### src/rtl/h_counter_if.sv
// Horizontal timing bundle from h_counter to the rest of the VGA pipeline.
// Latency: none (wires only).
// Backpressure: none; the timing flags are free-running and never stall.
//
// Signals:
//   h_count    - current pixel column, 0..H_TOTAL-1
//   pixel_tick - one clk cycle high per pixel period
//   enable_v   - one-cycle end-of-line pulse for v_counter
//   hsync      - horizontal sync, active low
//   h_active   - high while h_count is within the visible region
interface h_counter_if;
  logic [9:0] h_count;
  logic       pixel_tick;
  logic       enable_v;
  logic       hsync;
  logic       h_active;

  modport master (
    output h_count,
    output pixel_tick,
    output enable_v,
    output hsync,
    output h_active
  );

  modport slave (
    input h_count,
    input pixel_tick,
    input enable_v,
    input hsync,
    input h_active
  );
endinterface

### src/rtl/h_counter.sv
// Horizontal VGA timing: divides clk to the pixel rate, counts columns, makes hsync/h_active.
// Latency: hsync/h_active change on the same edge as h_count; enable_v coincides with the wrap tick.
// Backpressure: none; free-running, only reset_n stops it.
//
// Ports:
//   clk     - system clock (shared with v_counter)
//   reset_n - synchronous active-low reset
//   tmg     - h_counter_if master: h_count, pixel_tick, enable_v, hsync, h_active
//
// CLK_DIV legal range is 2..16; H_TOTAL must fit in 10 bits.
module h_counter #(
  parameter int CLK_DIV   = 4,
  parameter int H_VISIBLE = 640,
  parameter int H_FRONT   = 16,
  parameter int H_SYNC    = 96,
  parameter int H_BACK    = 48
) (
  input  logic        clk,
  input  logic        reset_n,
  h_counter_if.master tmg
);

  localparam int H_TOTAL = H_VISIBLE + H_FRONT + H_SYNC + H_BACK;
  localparam int DW      = (CLK_DIV > 1) ? $clog2(CLK_DIV) : 1;

  localparam logic [DW-1:0] DIV_LAST   = DW'(CLK_DIV - 1);
  localparam logic [9:0]    H_LAST     = 10'(H_TOTAL - 1);
  localparam logic [9:0]    SYNC_START = 10'(H_VISIBLE + H_FRONT);
  localparam logic [9:0]    SYNC_END   = 10'(H_VISIBLE + H_FRONT + H_SYNC);
  localparam logic [9:0]    ACTIVE_END = 10'(H_VISIBLE);

  logic [DW-1:0] div_cnt;
  logic [9:0]    h_count_q;
  logic [9:0]    h_count_nxt;
  logic          hsync_q;
  logic          h_active_q;
  logic          pixel_tick;
  logic          line_end;

  // Both strobes decode registered state only, so they are glitch-free and
  // read 0 in the cycle after reset (div_cnt is 0 and CLK_DIV >= 2).
  assign pixel_tick = (div_cnt == DIV_LAST);
  assign line_end   = (h_count_q == H_LAST);

  // Explicit wrap at H_TOTAL-1; never relies on 10-bit overflow.
  always_comb begin
    h_count_nxt = h_count_q;
    if (pixel_tick) begin
      h_count_nxt = line_end ? 10'd0 : h_count_q + 10'd1;
    end
  end

  always_ff @(posedge clk) begin
    if (!reset_n) begin
      div_cnt    <= '0;
      h_count_q  <= 10'd0;
      hsync_q    <= 1'b1;
      h_active_q <= 1'b1;
    end else begin
      // Wrap explicitly so non-power-of-two dividers keep the right period.
      div_cnt    <= pixel_tick ? '0 : div_cnt + DW'(1);
      h_count_q  <= h_count_nxt;
      // Loaded from the next column so the flags line up with h_count.
      hsync_q    <= !((h_count_nxt >= SYNC_START) && (h_count_nxt < SYNC_END));
      h_active_q <= (h_count_nxt < ACTIVE_END);
    end
  end

  assign tmg.h_count    = h_count_q;
  assign tmg.pixel_tick = pixel_tick;
  assign tmg.enable_v   = pixel_tick && line_end;
  assign tmg.hsync      = hsync_q;
  assign tmg.h_active   = h_active_q;

endmodule
### src/flat_wrapper.sv
// flat-port wrapper written by rule: the top's interface ports become plain ports
module h_counter_flat 
#(
  parameter int CLK_DIV   = 4,
  parameter int H_VISIBLE = 640,
  parameter int H_FRONT   = 16,
  parameter int H_SYNC    = 96,
  parameter int H_BACK    = 48
)
  (clk, reset_n, tmg_h_count, tmg_pixel_tick, tmg_enable_v, tmg_hsync, tmg_h_active);
  h_counter_if tmg_i ();
  input  logic clk;
  input  logic reset_n;
  output wire logic [$bits(tmg_i.h_count)-1:0] tmg_h_count;
  output wire logic [$bits(tmg_i.pixel_tick)-1:0] tmg_pixel_tick;
  output wire logic [$bits(tmg_i.enable_v)-1:0] tmg_enable_v;
  output wire logic [$bits(tmg_i.hsync)-1:0] tmg_hsync;
  output wire logic [$bits(tmg_i.h_active)-1:0] tmg_h_active;
  assign tmg_h_count = tmg_i.h_count;
  assign tmg_pixel_tick = tmg_i.pixel_tick;
  assign tmg_enable_v = tmg_i.enable_v;
  assign tmg_hsync = tmg_i.hsync;
  assign tmg_h_active = tmg_i.h_active;
  h_counter #(.CLK_DIV(CLK_DIV), .H_VISIBLE(H_VISIBLE), .H_FRONT(H_FRONT), .H_SYNC(H_SYNC), .H_BACK(H_BACK)) u_core (.clk(clk), .reset_n(reset_n), .tmg(tmg_i));
endmodule
### config.mk
export PLATFORM = sky130hd
export DESIGN_NAME = h_counter_flat
export DESIGN_NICKNAME = d
export VERILOG_FILES = /design/src/rtl/h_counter_if.sv /design/src/rtl/h_counter.sv /design/src/flat_wrapper.sv
export SDC_FILE = /design/constraint.sdc
export NUM_CORES = 1
export LEC_CHECK = 0
export CORE_MARGIN = 2
export CORE_UTILIZATION = 45
export CTS_CLUSTER_SIZE = 25
export DETAILED_ROUTE_END_ITERATION = 8
export PLACE_DENSITY = 0.76
export SLEW_MARGIN = 15
export SYNTH_ARGS = -nofsm -noshare
export SYNTH_HDL_FRONTEND = slang
export SYNTH_SLANG_ARGS = --single-unit
### constraint.sdc
create_clock -name clk -period 3.3 [get_ports clk]
set_clock_uncertainty 0.15 [all_clocks]
set_input_delay 0.66 -clock clk [delete_from_list [all_inputs] [get_ports clk]]
set_output_delay 0.66 -clock clk [all_outputs]
set_load 0.01 [all_outputs]
==> impl_results.md <==
* Crit path time final at 2.88 ns
* Total clock buffers created by CTS at 3
* Core Box Area at 1540 um2
* Max-cap violation count at 0
* Critical path's top delay family: buffers and inverters
* Post-route clock period utilization at 0.871
* Antenna Nets Post-Route at 0
* PwrDens at 338 nW/um2
* Area Overhead vs Synth at 24.3%
* Row cnt at 14
* Cell Area, Synth at 752 um2
* Hold crit path type: flop to flop
* Startpoint Class: flop
* RSZ-0062 raised after global routing: false
* Int Pwr at 0.250 mW
* Slew @ Worst Pin at 0.502 ns
* Reg clk slew, reported paths at 0.08 ns
* Finish-stage setup viols at 0
* First-pass GRT wire length at 2600 um
* Grt ovf at 0
* TritonCTS clock tree: built
* Post-DP HPWL at 1050 um
* Net count of the finished layout at 98
* Sw Share at 0.209
* Antenna violations before repair at 0
* Vias in the first global route at 585
* Num ports at 16
* Setup CP Type: flop to output port
* Synth Register Bits at 14
* Clk root buf: clkbuf_4
* Crit Path Max Fanout at 9
* Worst path required time at 2.49 ns
* Total track usage at 0.177
* Worst Setup End Kind: output port
* Area contributors post-synth: dfxtp_1 (37%), and2_1 (4.2%), nand4bb_4 (3.7%)
* Routed vias at 632
* Static leakage at 0.317 nW
* Final setup margin at 0.425 ns
* H-tree depth at 1
* Arr. time, crit path at 2.07 ns
* ANT cells at 0
* Max Transition Viols Final at 0
* Routed WL at 1470 um
* Mapped Nets at 81
* Remaining DRCs at 0
* Clock sink count at 14
* Area share of the largest cell type after synthesis at 0.373
* Die W at 44.9 um
* 1st-iter DRT viols at 22
* Register area share after synthesis at 0.373
* Status: completed
* Peak Freq at 0.348 GHz
* Via density per instance at 5.80
* Clock Power Share at 0.385
* Die ar. at 2010 um2
* Slowest cell on crit path: clkdlybuf4s50_1
* Yosys cell types at 41
* Worst-skew pair later-pin latency at 0.28 ns
* Endpoints failing hold at 0
* Drt wl/cell at 13.5 um
* Seq pwr share at 0.557
* NetSw at 0.0661 mW
* Setup Fix Bufs, Post-CTS at 0
* Hold slack at 0.286 ns
* RePlAce Congestion at 0.735
* Yosys top cell by area: dfxtp_1
* Chip Height at 44.9 um
* IR drop worst, VDD at 0.245 mV
* Crit path cell chain: ha_1 > nand2_1 > nor4_2 > clkdlybuf4s50_1
* Synthesis Warnings at 0
* Longest Clk Path Bufs at 2
* Post-Synthesis Cells at 77
* Place WS at 0.712 ns
* I/O Buffers at 15
* Headroom to the max-slew limit at 0.662
* Filler Cell Count at 137
* Mapped Avg Cell Area at 9.77 um2
* WP buf/inv at 1
* Initial core utilization at 0.488
* Hold_buf cts at 0
* Layout cells sized above 1 at 0.118
* Largest net degree at the start of global routing at 11
* Comb power frac at 0.058
* Total negative slack at 0 ns
* Max stage delay on crit path at 0.59 ns
* DR pass1 iterations at 4
* Post-CTS sizing at 0
==> worst paths after layout <==
kind	from	to	slack, ns	cells past startpoint
setup / recovery	u_core.div_cnt[0]$_SDFF_PP0_	tmg_enable_v	0.42	4
hold / removal	u_core.div_cnt[0]$_SDFF_PP0_	u_core.div_cnt[0]$_SDFF_PP0_	0.29	1
setup reg to reg	u_core.div_cnt[0]$_SDFF_PP0_	u_core.tmg.hsync$_SDFF_PN1_	1.16	6
hold reg to reg	u_core.div_cnt[0]$_SDFF_PP0_	u_core.div_cnt[0]$_SDFF_PP0_	0.29	1
==> power groups by stage <==
| stage | Sequential (mW) | Combinational, mW | Clock (mW) |
|---|---|---|---|
| 2_1_floorplan | 0.180 | 0.0115 | 0 |
| 3_3_place_gp | 0.179 | 0.0183 | 0 |
| 3_5_place_dp | 0.180 | 0.0185 | 0 |
| 4_1_cts | 0.176 | 0.0187 | 0.127 |
| 5_1_grt | 0.176 | 0.0204 | 0.136 |
| 6_report | 0.176 | 0.0184 | 0.122 |
==> worst register-to-register path: cells and delay by family (launching register included) <==
| kind | cells | cell delay [ns] |
|---|---|---|
| AOI/OAI and AO/OA | 2 | 0.23 |
| DFF | 1 | 0.35 |
| adders and majority gates | 1 | 0.37 |
| and+or+nand+nor | 3 | 0.93 |
==> area by class of cell <==
| class | count | area, um2 | area share |
|---|---|---|---|
| inverter | 3 | 11.3 | 0.0120 |
| clock buffer | 4 | 36.3 | 0.0388 |
| multi-input combinational | 57 | 437 | 0.467 |
| timing repair buffer | 15 | 150 | 0.161 |
| sequential | 14 | 280 | 0.300 |
| tap | 16 | 20.0 | 0.0214 |
==> layer usage <==
| layer | vias to the layer above | part of all wire | global-route usage |
|---|---|---|---|
| li1 | 314 | - | - |
| met1 | 295 | 0.47 | 0.222 |
| met2 | 21 | 0.47 | 0.287 |
| met3 | 2 | 0.050 | 0.0240 |
| met4 | 0 | 0.012 | 0.106 |
| met5 | - | 0 | 0 |
==> layout by cell type, fill, tap and decap left out, types with 2 or more instances in the layout <==
master / instances
or3_1: 2
xnor2_1: 3
nand3_1: 3
ha_1: 2
mux2i_1: 2
a21oi_1: 2
clkdlybuf4s50_1: 15
clkbuf_4: 3
nor2_1: 5
o21ai_0: 2
dfxtp_1: 14
inv_1: 3
nand2_1: 4
o31ai_1: 2
and2_1: 5
==> kinds of logic (layout without fill, tap and decap cells) <==
group,count (synthesis),after routing,share of synthesized area
AO/OA/AOI/OAI,17,17,0.173
adder cells (fa/ha/maj),2,2,0.0333
buffers and inverters,6,22,0.0466
AND/OR/NAND/NOR,32,32,0.301
flip-flops,14,14,0.373
multiplexers,2,2,0.0266
XOR/XNOR,4,4,0.0466
==> per-stage QoR <==
step / cell area, um2 / instances / utilization / total power [mW]
after floorplan: 752 / 77 / - / 0.191
after global placement: 898 / 105 / 0.583 / 0.198
after detailed placement: 898 / 105 / 0.583 / 0.198
after CTS: 935 / 109 / 0.606 / 0.322
after global routing: 935 / 109 / 0.606 / 0.333
final: 935 / 109 / 0.606 / 0.316
==> synthesized netlist by cell type (all sizes together) <==
library cell / count
nor4: 1
dfxtp: 14
nand3: 3
xnor2: 3
o31ai: 2
a21oi: 3
a221oi: 1
and3b: 1
a31oi: 1
buf: 3
or2: 2
nand2b: 1
mux2i: 2
or3: 2
nor2: 5
nand4bb: 1
o41ai: 2
and3: 1
nand2: 4
o21a: 1
nand4: 2
or4: 1
and2: 5
o211ai: 1
nor3b: 1
a21boi: 1
o22ai: 1
ha: 2
nand3b: 1
o21ai: 3
xor2: 1
inv: 3
nor3: 1
a211oi: 1
==> flip-flops by register name (all words and copies together) (netlist names) <==
signal	count
u_core.tmg.hsync	1
u_core.div_cnt	2
u_core.tmg.h_count	10
u_core.tmg.h_active	1
(Power assumes the default switching activity.)
